## src/rtl/regc_writer.sv

```systemverilog
// regc_writer: writes words into Register C, waits out its two-stage pipeline, then verifies both readback ports.
module regc_writer #(
  parameter int DATA_WIDTH    = 32,
  parameter int ERR_CNT_WIDTH = 8
) (
  input  logic                     clk,
  input  logic                     reset,
  input  logic                     in_valid,
  output logic                     in_ready,
  input  logic [DATA_WIDTH-1:0]    in_data,
  output logic                     load_c,
  output logic [DATA_WIDTH-1:0]    data_in_c,
  input  logic [DATA_WIDTH-1:0]    data_out_c1,
  input  logic [DATA_WIDTH-1:0]    data_out_c2,
  input  logic                     err_clr,
  output logic                     done,
  output logic                     mismatch,
  output logic                     busy,
  output logic [ERR_CNT_WIDTH-1:0] err_count
);
  typedef enum logic [1:0] {IDLE, LOAD, WAIT, CHECK} state_t;
  state_t state, state_nx;
  logic [DATA_WIDTH-1:0] hold;
  always_ff @(posedge clk or negedge reset) begin
    if (!reset) begin
      state <= IDLE;
      hold  <= '0;
    end else begin
      state <= state_nx;
      if (in_valid && in_ready) hold <= in_data;
    end
  end
  always_comb begin
    state_nx = state;
    unique case (state)
      IDLE:    state_nx = in_valid ? LOAD : IDLE;
      LOAD:    state_nx = WAIT;
      WAIT:    state_nx = CHECK;
      CHECK:   state_nx = IDLE;
      default: state_nx = IDLE;
    endcase
  end
  assign in_ready  = state == IDLE;
  assign busy      = state != IDLE;
  assign load_c    = state == LOAD;
  assign done      = state == CHECK;
  assign data_in_c = hold;
  assign mismatch  = done && (data_out_c1 != hold || data_out_c2 != hold);
  // Clear takes priority over a coincident mismatch; the count saturates at all-ones.
  always_ff @(posedge clk or negedge reset) begin
    if (!reset) err_count <= '0;
    else if (err_clr) err_count <= '0;
    else if (mismatch && err_count != '1) err_count <= err_count + ERR_CNT_WIDTH'(1);
  end
endmodule

```

## config.mk

```make
export PLATFORM = sky130hd
export DESIGN_NAME = regc_writer
export DESIGN_NICKNAME = d
export VERILOG_FILES = /design/src/rtl/regc_writer.sv
export SDC_FILE = /design/constraint.sdc
export NUM_CORES = 1
export LEC_CHECK = 0
export CAP_MARGIN = 30
export CORE_AREA = 3 3 117 63
export DETAILED_ROUTE_END_ITERATION = 16
export DIE_AREA = 0 0 120 66
export GPL_TIMING_DRIVEN = 0
export HOLD_SLACK_MARGIN = 0.03
export PLACE_DENSITY_LB_ADDON = 0.05
export SYNTH_ARGS = -nofsm -noshare
export SYNTH_HDL_FRONTEND = slang
export SYNTH_SLANG_ARGS = --single-unit
```

## constraint.sdc

```tcl
create_clock -name clk -period 2.6 [get_ports clk]
set_input_delay 0.26 -clock clk [delete_from_list [all_inputs] [get_ports clk]]
set_output_delay 0.26 -clock clk [all_outputs]
set_load 0.02 [all_outputs]
```

**Word level (Yosys, flattened, before mapping)**

Cells that the tools add are included.
W data, S select, Z words.

- Magnitude comparators: 0
- Divide/modulo/power cells: 0
- Bitwise logic cells: 0
- Shift-type cells: 0
- Reductions and logical operators: 7
- Eq/ne operators: 6
- Add/sub/neg operators: 1
- Multipliers: 0
- Muxes and demuxes: 4

Operators with widths:

| cell | number |
|---|---|
| $ne A32 B32 Y1 | 2 |
| $mux W8 | 2 |
| $add A8 B1 Y8 const B | 1 |
| $ne A8 B8 Y1 const B | 1 |
| $pmux W2 S4 | 1 |
| $eq A2 B2 Y1 const B | 2 |
| $reduce_bool A2 Y1 | 2 |
| $logic_and A1 B1 Y1 | 3 |
| $eq A2 B1 Y1 const B | 1 |
| $logic_not A2 Y1 | 1 |
| $logic_or A1 B1 Y1 | 1 |
| $mux W1 | 1 |

- Output and inout bits: 45
- Bits in read-only memories: 0
- Word-level logic and storage cells: 21
- Input bits: 100
- RAM bits: 0
- Memories kept: 0
- Register bits after elaboration: 42
- Latch bits: 0

**Depth between registers and ports, before layout**

Gate-level depths: netlist of run 1.

- Depth in word-level cells: 6
- Gate-level depth with buffers: 7
- Depth with buffers taken out: 6

**Worst setup path after synthesis of run 1**

OpenSTA, ideal clock, no wires.

- Kind: register -> register
- Start: register hold[18], in the netlist data_in_c[18]
- End: register err_count[0]
- Setup slack: 0.721 ns
- Setup time: 0.128 ns
- Period minus slack after synthesis: 1.879 ns
- Stages on the path, launching flop included: 8
- Data required time: 2.472 ns
- Data arrival time: 1.751 ns
- Path buffers: 1
- Cell sequence: dfrtp_1 xnor2_1 nand4_1 nor4_1 and4_1 buf_6 nor2_1 mux2_1

- Word-level cells in the longest chain between the ends: 5
- Elaborated cells on any way between the ends: 6
- Classes of those cells: eq/ne (2); reduce/logical (4)

Ends and longest elaborated chain:

| item | line | source |
|---|---|---|
| from (decl) | 23 | `logic [DATA_WIDTH-1:0] hold;` |
| from (signal assigned) | 30 | `if (in_valid && in_ready) hold <= in_data;` |
| $ne A32 B32 Y1 | 48 | `assign mismatch = done && (data_out_c1 != hold \|\| data_out_c2 != hold);` |
| $logic_or A1 B1 Y1 * | 48 |  |
| $logic_and A1 B1 Y1 * | 48 |  |
| $logic_and A1 B1 Y1 * | 53 | `else if (mismatch && err_count != '1) err_count <= err_count + ERR_CNT_WIDTH'(1);` |
| $reduce_bool A2 Y1 (no line) * | n/a |  |
| to (signal assigned) | 53 |  |
| to (decl) | 19 | `output logic [ERR_CNT_WIDTH-1:0] err_count` |

Every way passes the cells marked *; elsewhere a longest branch is shown, timed or not.
A chain may end at the register's enable or synchronous reset.

**Final worst setup path of run 1**

- Start: register hold[11], in the netlist data_in_c[11]
- End: output port mismatch

- Word-level cells in the longest chain between the ends: 3
- Elaborated cells on any way between the ends: 4
- Classes of those cells: eq/ne (2); reduce/logical (2)

Ends and longest elaborated chain:

| item | line | source |
|---|---|---|
| $ne A32 B32 Y1 | 48 |  |
| $logic_or A1 B1 Y1 * | 48 |  |
| $logic_and A1 B1 Y1 * | 48 |  |
| to (decl) | 17 | `output logic mismatch,` |

Marks and branches as above.

==> metrics.yaml, run 1 <==
synthesis:
  ys_seq_area_share_pct: 43.8
  yosysWarnings: 0
  yosys.area.top_type: "dfrtp_1"
  synth_cell_types: 28
  syn_area_mm2: 0.00240
  yosysTopAreaCellShare_pct: 43.8
  yosys-top-cells-area: "dfrtp_1 (44%), mux2_2 (17%), xnor2_1 (15%)"
  syn_nets: 321
  synth_area_per_cell_um2: 11.1
  postSynthCellCount: 216
  ys_ff_latch: 42
sta:
  hold_slack_ns: 0.439
  rsz0062_at_grt: "no"
  fin_ws_ns: 0.145
  finalClockSkew_ns: 0.00565
  tightest_slew_ns: 0.688
  slew_headroom_pct: 54.1
  fin_crit_ns: 2.45
  period_share_pct: 94.4
  clock.fmax_ghz: 0.407
  hold_viol: 0
  setup_viol: 0
  slew_violations: 0
global_routing:
  grt_pass1_wl_um: 11600
  grt_overflow: 0
  antenna_found_initial: 0
  grt_pass1_vias: 2200
  grt_max_degree: 27
  grt_use_total_pct: 19.2
clock_tree:
  cts-root-buf: "clkbuf_16"
  cts_tree: "done"
  htree_levels: 2
  cts_buffers: 5
  clk_pin_slew_ns: 0.06
  insertion_delay_ns: 0.28
  clock_path_buffers: 2
  cts_sinks: 42
power:
  powerDensity_mw_per_mm2: 975
  power_frac_seq_pct: 32.2
  power_switching_w: 0.00152
  ir_drop_mv: 0.495
  clkPwrFrac_pct: 16.6
  swShare_pct: 37.4
  finalPower_w: 0.00407
  p_comb_share_pct: 51.2
  p_int_w: 0.00255
  p_leak_nw: 1.66
final_layout:
  drive_gt1_share_pct: 13.5
  mostFrequentLayoutCells: "clkdlybuf4s50_1 (142), dfrtp_1 (42), xnor2_1 (40)"
  final_common_cell: "clkdlybuf4s50_1"
  fin_util_pct: 64.3
  final_nets: 474
  syn2layout_area_growth_pct: 74.0
  design_area_mm2: 0.00417
  diodes: 0
place:
  io_buffers: 144
  dp_hpwl_um: 6250
  gp_routability_congestion: 0.805
  dp_slack_ns: -0.143
  dpl_cell_area_mm2: 0.00397
floorplanning:
  coreArea_mm2: 0.00649
  boundaryPins: 145
  die_h_um: 66
  rows: 21
  dieArea_mm2: 0.00792
  die_x_um: 120
  initial_core_util_pct: 37.0
route:
  viasPerCell: 4.81
  drt_drc_violations_left: 0
  first_iter_violations: 106
  ant_nets: 0
  dr.pass1.iters: 4
  routed_wl_um: 7580
  route.vias.total: 2223
  wire_per_inst_um: 16.4
critical_path:
  critical_path.max_stage_delay_ns: 0.46
  cp-end-kind: "primary output"
  crit_fanout: 4
  cp.required_ns: 2.34
  worstPathCellList: "xnor2_1 > nand4_1 > nor4_4 > nand4_1 > and2_1 > dlygate4sd2_1"
  cp_data_arrival_time_ns: 2.19
  critical_path_class: "flop to primary output"
  cp_top_family: "simple AND/OR/NAND/NOR gates"
  path_buf_inv: 1
  cp_common_cell: "nand4_1"
  critPathLaunchType: "flop"
  cp_slowest_cell: "dfrtp_1"
job:
  drv_cap: 0
outcome:
  outcome: "completed"
hold_path:
  hp-class: "primary input to async pin"
## Yosys cell counts
cell type   n
dfrtp_1    42
xnor2_1    40
mux2_2     36
and3_1     15
nor3_1     15
nand4_1    11
nor2_1      6
nor2b_1     6
o22ai_1     6
ha_1        5
inv_1       5
nand3_1     5
nand2_1     4
nor4_1      4
buf_1       2
clkbuf_1    2
a21oi_1     1
a311oi_1    1
a31oi_1     1
and2_1      1
and4_1      1
buf_6       1
mux2_1      1
mux2i_1     1
nor3b_1     1
o21ai_0     1
o31ai_1     1
or4_1       1
## repair_timing
| item | CTS | global route |
|---|---|---|
| endpoints found under the setup margin | 1 | 0 |
| buffers inserted | 0 | 0 |
| hold endpoints to repair | 16 | 0 |
| hold buffers | 1 | 0 |
| resized for setup | 5 | 0 |
## metrics by stage
| stage | instances | setup TNS (ns) |
|---|---|---|
| floorplan | 216 | 0 |
| global placement | 452 | -0.0841 |
| detailed placement | 453 | -0.143 |
| CTS | 462 | 0 |
| global route | 462 | 0 |
| finish | 462 | 0 |
## power by group through the flow
stage / logic, W / clock network (W) / registers [W]
4_1_cts: 0.00211 / 0.000697 / 0.00131
3_5_place_dp: 0.00209 / 0 / 0.00132
3_3_place_gp: 0.00206 / 0 / 0.00130
2_1_floorplan: 0.000832 / 0 / 0.00156
6_report: 0.00208 / 0.000677 / 0.00131
5_1_grt: 0.00224 / 0.000730 / 0.00136
## state kept, by name, indices dropped and copies added (netlist names)
register,count
state,2
data_in_c,32
err_count,8
## worst paths after layout
check | slack [ns] | from | cells past startpoint | to
setup / recovery | 0.15 | data_in_c[11] | 6 | mismatch
hold / removal | 0.44 | reset | 2 | err_count[0]
setup reg to reg | 0.53 | data_in_c[11] | 7 | err_count[0]
hold reg to reg | 0.56 | data_in_c[17] | 1 | data_in_c[17]
max in group asynchronous | 1.68 | reset | 3 | data_in_c[11]
min in group clk | 0.56 | data_in_c[17] | 1 | data_in_c[17]
## area by class of cell
type / instances / area [µm²]
inverter: 5 / 18.8
buffer: 5 / 26.3
tap: 92 / 115
fill: 556 / 2320
multi-input combinational: 164 / 1330
clock buffer: 8 / 166
timing repair buffer: 146 / 1470
sequential: 42 / 1050
## cell families after synthesis
kind of cell,share of synthesized area (%)
AND/OR/NAND/NOR,16.4
flip-flops,43.8
XOR/XNOR,14.6
multiplexers,17.8
AO/OA/AOI/OAI,2.92
buffers and inverters,1.88
adder cells (fa/ha/maj),2.61
## layer usage
layer / GRT usage [%] / vias to the layer above / wire (µm)
met5: 0 / - / 0
met3: 6.92 / 5 / 601
li1: - / 1092 / -
met4: 3.00 / 0 / 40
met1: 26.7 / 1040 / 3670
met2: 29.4 / 86 / 3270
(Power assumes the default switching activity.)
==> run 2, diff against run 1 <==
==> constraint.sdc (replaced) <==
create_clock -name clk -period 2.6 [get_ports clk]
set_input_delay 0.78 -clock clk [delete_from_list [all_inputs] [get_ports clk]]
set_output_delay 0.78 -clock clk [all_outputs]
set_load 0.02 [all_outputs]
==> run 2 against run 1 <==
Compared with the run above: the run now ends with setup timing left; clock power barely moved; design area increased by 3.4%; combinational power is 5% higher; worst setup slack worse by 0.43 ns; critical path type is now primary input to primary output; largest cell class is now multi-input combinational cells.
==> metrics.yaml, run 2 (same netlist as run 1, synthesis figures left out) <==
route:
  dr.pass1.iters: 4  # unchanged
  ant_nets: 0  # unchanged
  viasPerCell: 4.88  # +1.4%
  route.vias.total: 2274  # +2.3%
  wire_per_inst_um: 17.2  # +4.8%
  routed_wl_um: 8020  # +5.7%
  drt_drc_violations_left: 0  # unchanged
  first_iter_violations: 74  # -30%
sta:
  hold_slack_ns: 0.418  # -0.0216 ns
  slew_headroom_pct: 55.4  # +1.3 points
  slew_violations: 0  # unchanged
  setup_viol: 1  # +1
  finalClockSkew_ns: 0.00420  # -0.00145 ns
  period_share_pct: 111  # +16 points
  fin_crit_ns: 2.88  # +0.427 ns
  hold_viol: 0  # unchanged
  clock.fmax_ghz: 0.347  # -15%
  tightest_slew_ns: 0.668  # -0.0200 ns
  fin_ws_ns: -0.282  # -0.427 ns
  rsz0062_at_grt: "yes"
place:
  gp_routability_congestion: 0.805  # unchanged
  dpl_cell_area_mm2: 0.00397  # unchanged
  io_buffers: 144  # unchanged
  dp_slack_ns: -1.18  # -1.04 ns
  dp_hpwl_um: 6250  # unchanged
floorplanning:
  dieArea_mm2: 0.00792  # unchanged
  rows: 21  # unchanged
  boundaryPins: 145  # unchanged
  die_h_um: 66  # unchanged
  initial_core_util_pct: 37.0  # unchanged
  die_x_um: 120  # unchanged
  coreArea_mm2: 0.00649  # unchanged
critical_path:
  cp-end-kind: "primary output"
  cp.required_ns: 1.82  # -0.52 ns
  critPathLaunchType: "primary input"
  cp_data_arrival_time_ns: 2.10  # -0.09 ns
  crit_fanout: 2  # -2
  critical_path_class: "primary input to primary output"
global_routing:
  grt_pass1_vias: 2387  # +8.5%
  grt_pass1_wl_um: 12600  # +7.9%
  antenna_found_initial: 0  # unchanged
  grt_max_degree: 27  # unchanged
  grt_overflow: 0  # unchanged
  grt_use_total_pct: 20.8  # +1.6 points
final_layout:
  final_common_cell: "clkdlybuf4s50_1"
  design_area_mm2: 0.00432  # +3.4%
  fin_util_pct: 66.5  # +2.2 points
  largest_reg_flops: 32  # unchanged
  drive_gt1_share_pct: 32.6  # +19 points
  mostFrequentLayoutCells: "clkdlybuf4s50_1 (78), dfrtp_1 (42), mux2_2 (36)"
  n_fill_cell: 537  # -3.4%
  syn2layout_area_growth_pct: 80.0
  final_nets: 478  # +0.84%
  diodes: 0  # unchanged
  multi_input_area_mm2: 0.00155  # +17%
  regArea_mm2: 0.00105  # unchanged
job:
  drv_cap: 0  # unchanged
outcome:
  outcome: "finished, violations left"
  violations: "setup timing"
clock_tree:
  clock_path_buffers: 2  # unchanged
  cts_tree: "done"
  cts_buffers: 5  # unchanged
  cts_sinks: 42  # unchanged
  htree_levels: 2  # unchanged
  clk_pin_slew_ns: 0.06  # about the same
  holdBufCountCts: 0  # -1
  insertion_delay_ns: 0.28  # about the same
  cts-root-buf: "clkbuf_16"
power:
  power_switching_w: 0.00161  # +5.9%
  clkPwrFrac_pct: 16.1  # -0.5 points
  swShare_pct: 38.3  # +0.90 points
  p_leak_nw: 1.89  # +14%
  power_frac_seq_pct: 32.2  # about the same
  powerDensity_mw_per_mm2: 975  # about the same
  p_int_w: 0.00260  # +1.9%
  p_comb_share_pct: 51.7  # +0.5 points
  ir_drop_mv: 0.512  # +3.4%
hold_path:
  hp-class: "primary input to async pin"
==> run 2: cell count changes in the layout (fill, tap and decap cells not counted), moves of 6 or more <==
cell	delta
nor3_1	-12
clkdlybuf4s50_1	-64
xnor2_1	-10
buf_2	+18
nor3_2	+12
clkdlybuf4s15_1	+19
xnor2_2	+10
buf_6	+12
clkbuf_2	+6
o22ai_1	-6
o22ai_2	+6
dlygate4sd2_1	+11
==> run 2: repair_timing <==
item,4_1_cts,5_1_grt
resized for setup,206,17
setup endpoints to repair,4,2
endpoints found under the hold margin,0,0
pin swaps,80,18
buffers inserted,9,0
==> run 2: power by group through the flow <==
stage / clock network (W) / logic [W] / registers [W]
after floorplan: 0 / 0.000832 / 0.00156
after global placement: 0 / 0.00206 / 0.00130
after detailed placement: 0 / 0.00209 / 0.00132
after CTS: 0.000697 / 0.00216 / 0.00135
after global routing: 0.000729 / 0.00234 / 0.00141
final: 0.000677 / 0.00218 / 0.00135
==> run 2: critical path, cell delays in order <==
cell and delay (ns):
buf_6 0.10, xnor2_2 0.14, nand4_1 0.25, nor4_4 0.36
nand4_1 0.15, and2_4 0.20, buf_6 0.12
==> run 2: layout make-up <==
| class | count | area share (%) |
|---|---|---|
| Sequential cell | 42 | 24.3 |
| Tap cell | 92 | 2.67 |
| Multi-Input combinational cell | 164 | 36.0 |
| Buffer | 5 | 0.609 |
| Timing Repair Buffer | 150 | 32.1 |
| Inverter | 5 | 0.435 |
| Clock buffer | 8 | 3.86 |
==> run 2: worst paths after layout <==
check                                 from             to  slack, ns  depth (start not counted)
min in group clk             data_in_c[17]  data_in_c[17]       0.58                          1
max in group asynchronous            reset  data_in_c[11]       1.70                          2
min                                  reset   err_count[0]       0.42                          1
max reg2reg                  data_in_c[23]   err_count[6]       0.28                         11
max                        data_out_c1[19]       mismatch      -0.28                          7
min reg2reg                  data_in_c[17]  data_in_c[17]       0.58                          1
==> run 2: metrics by stage <==
step | TNS [ns] | instances | power [W]
final | -0.282 | 466 | 0.00421
after global routing | -0.354 | 466 | 0.00447
after CTS | -0.280 | 469 | 0.00421
after floorplan | 0 | 216 | 0.00239
after global placement | -21.84 | 452 | 0.00337
after detailed placement | -3.26 | 453 | 0.00341
==> run 2: routing by layer <==
layer  global-route usage (%)  vias to the layer above  wire length (µm)
li1                         -                     1096                 -
met1                     27.7                     1085              3670
met2                     33.8                       88              3660
met3                     7.01                        5               646
met4                     3.00                        0                40
met5                        0                        -                 0
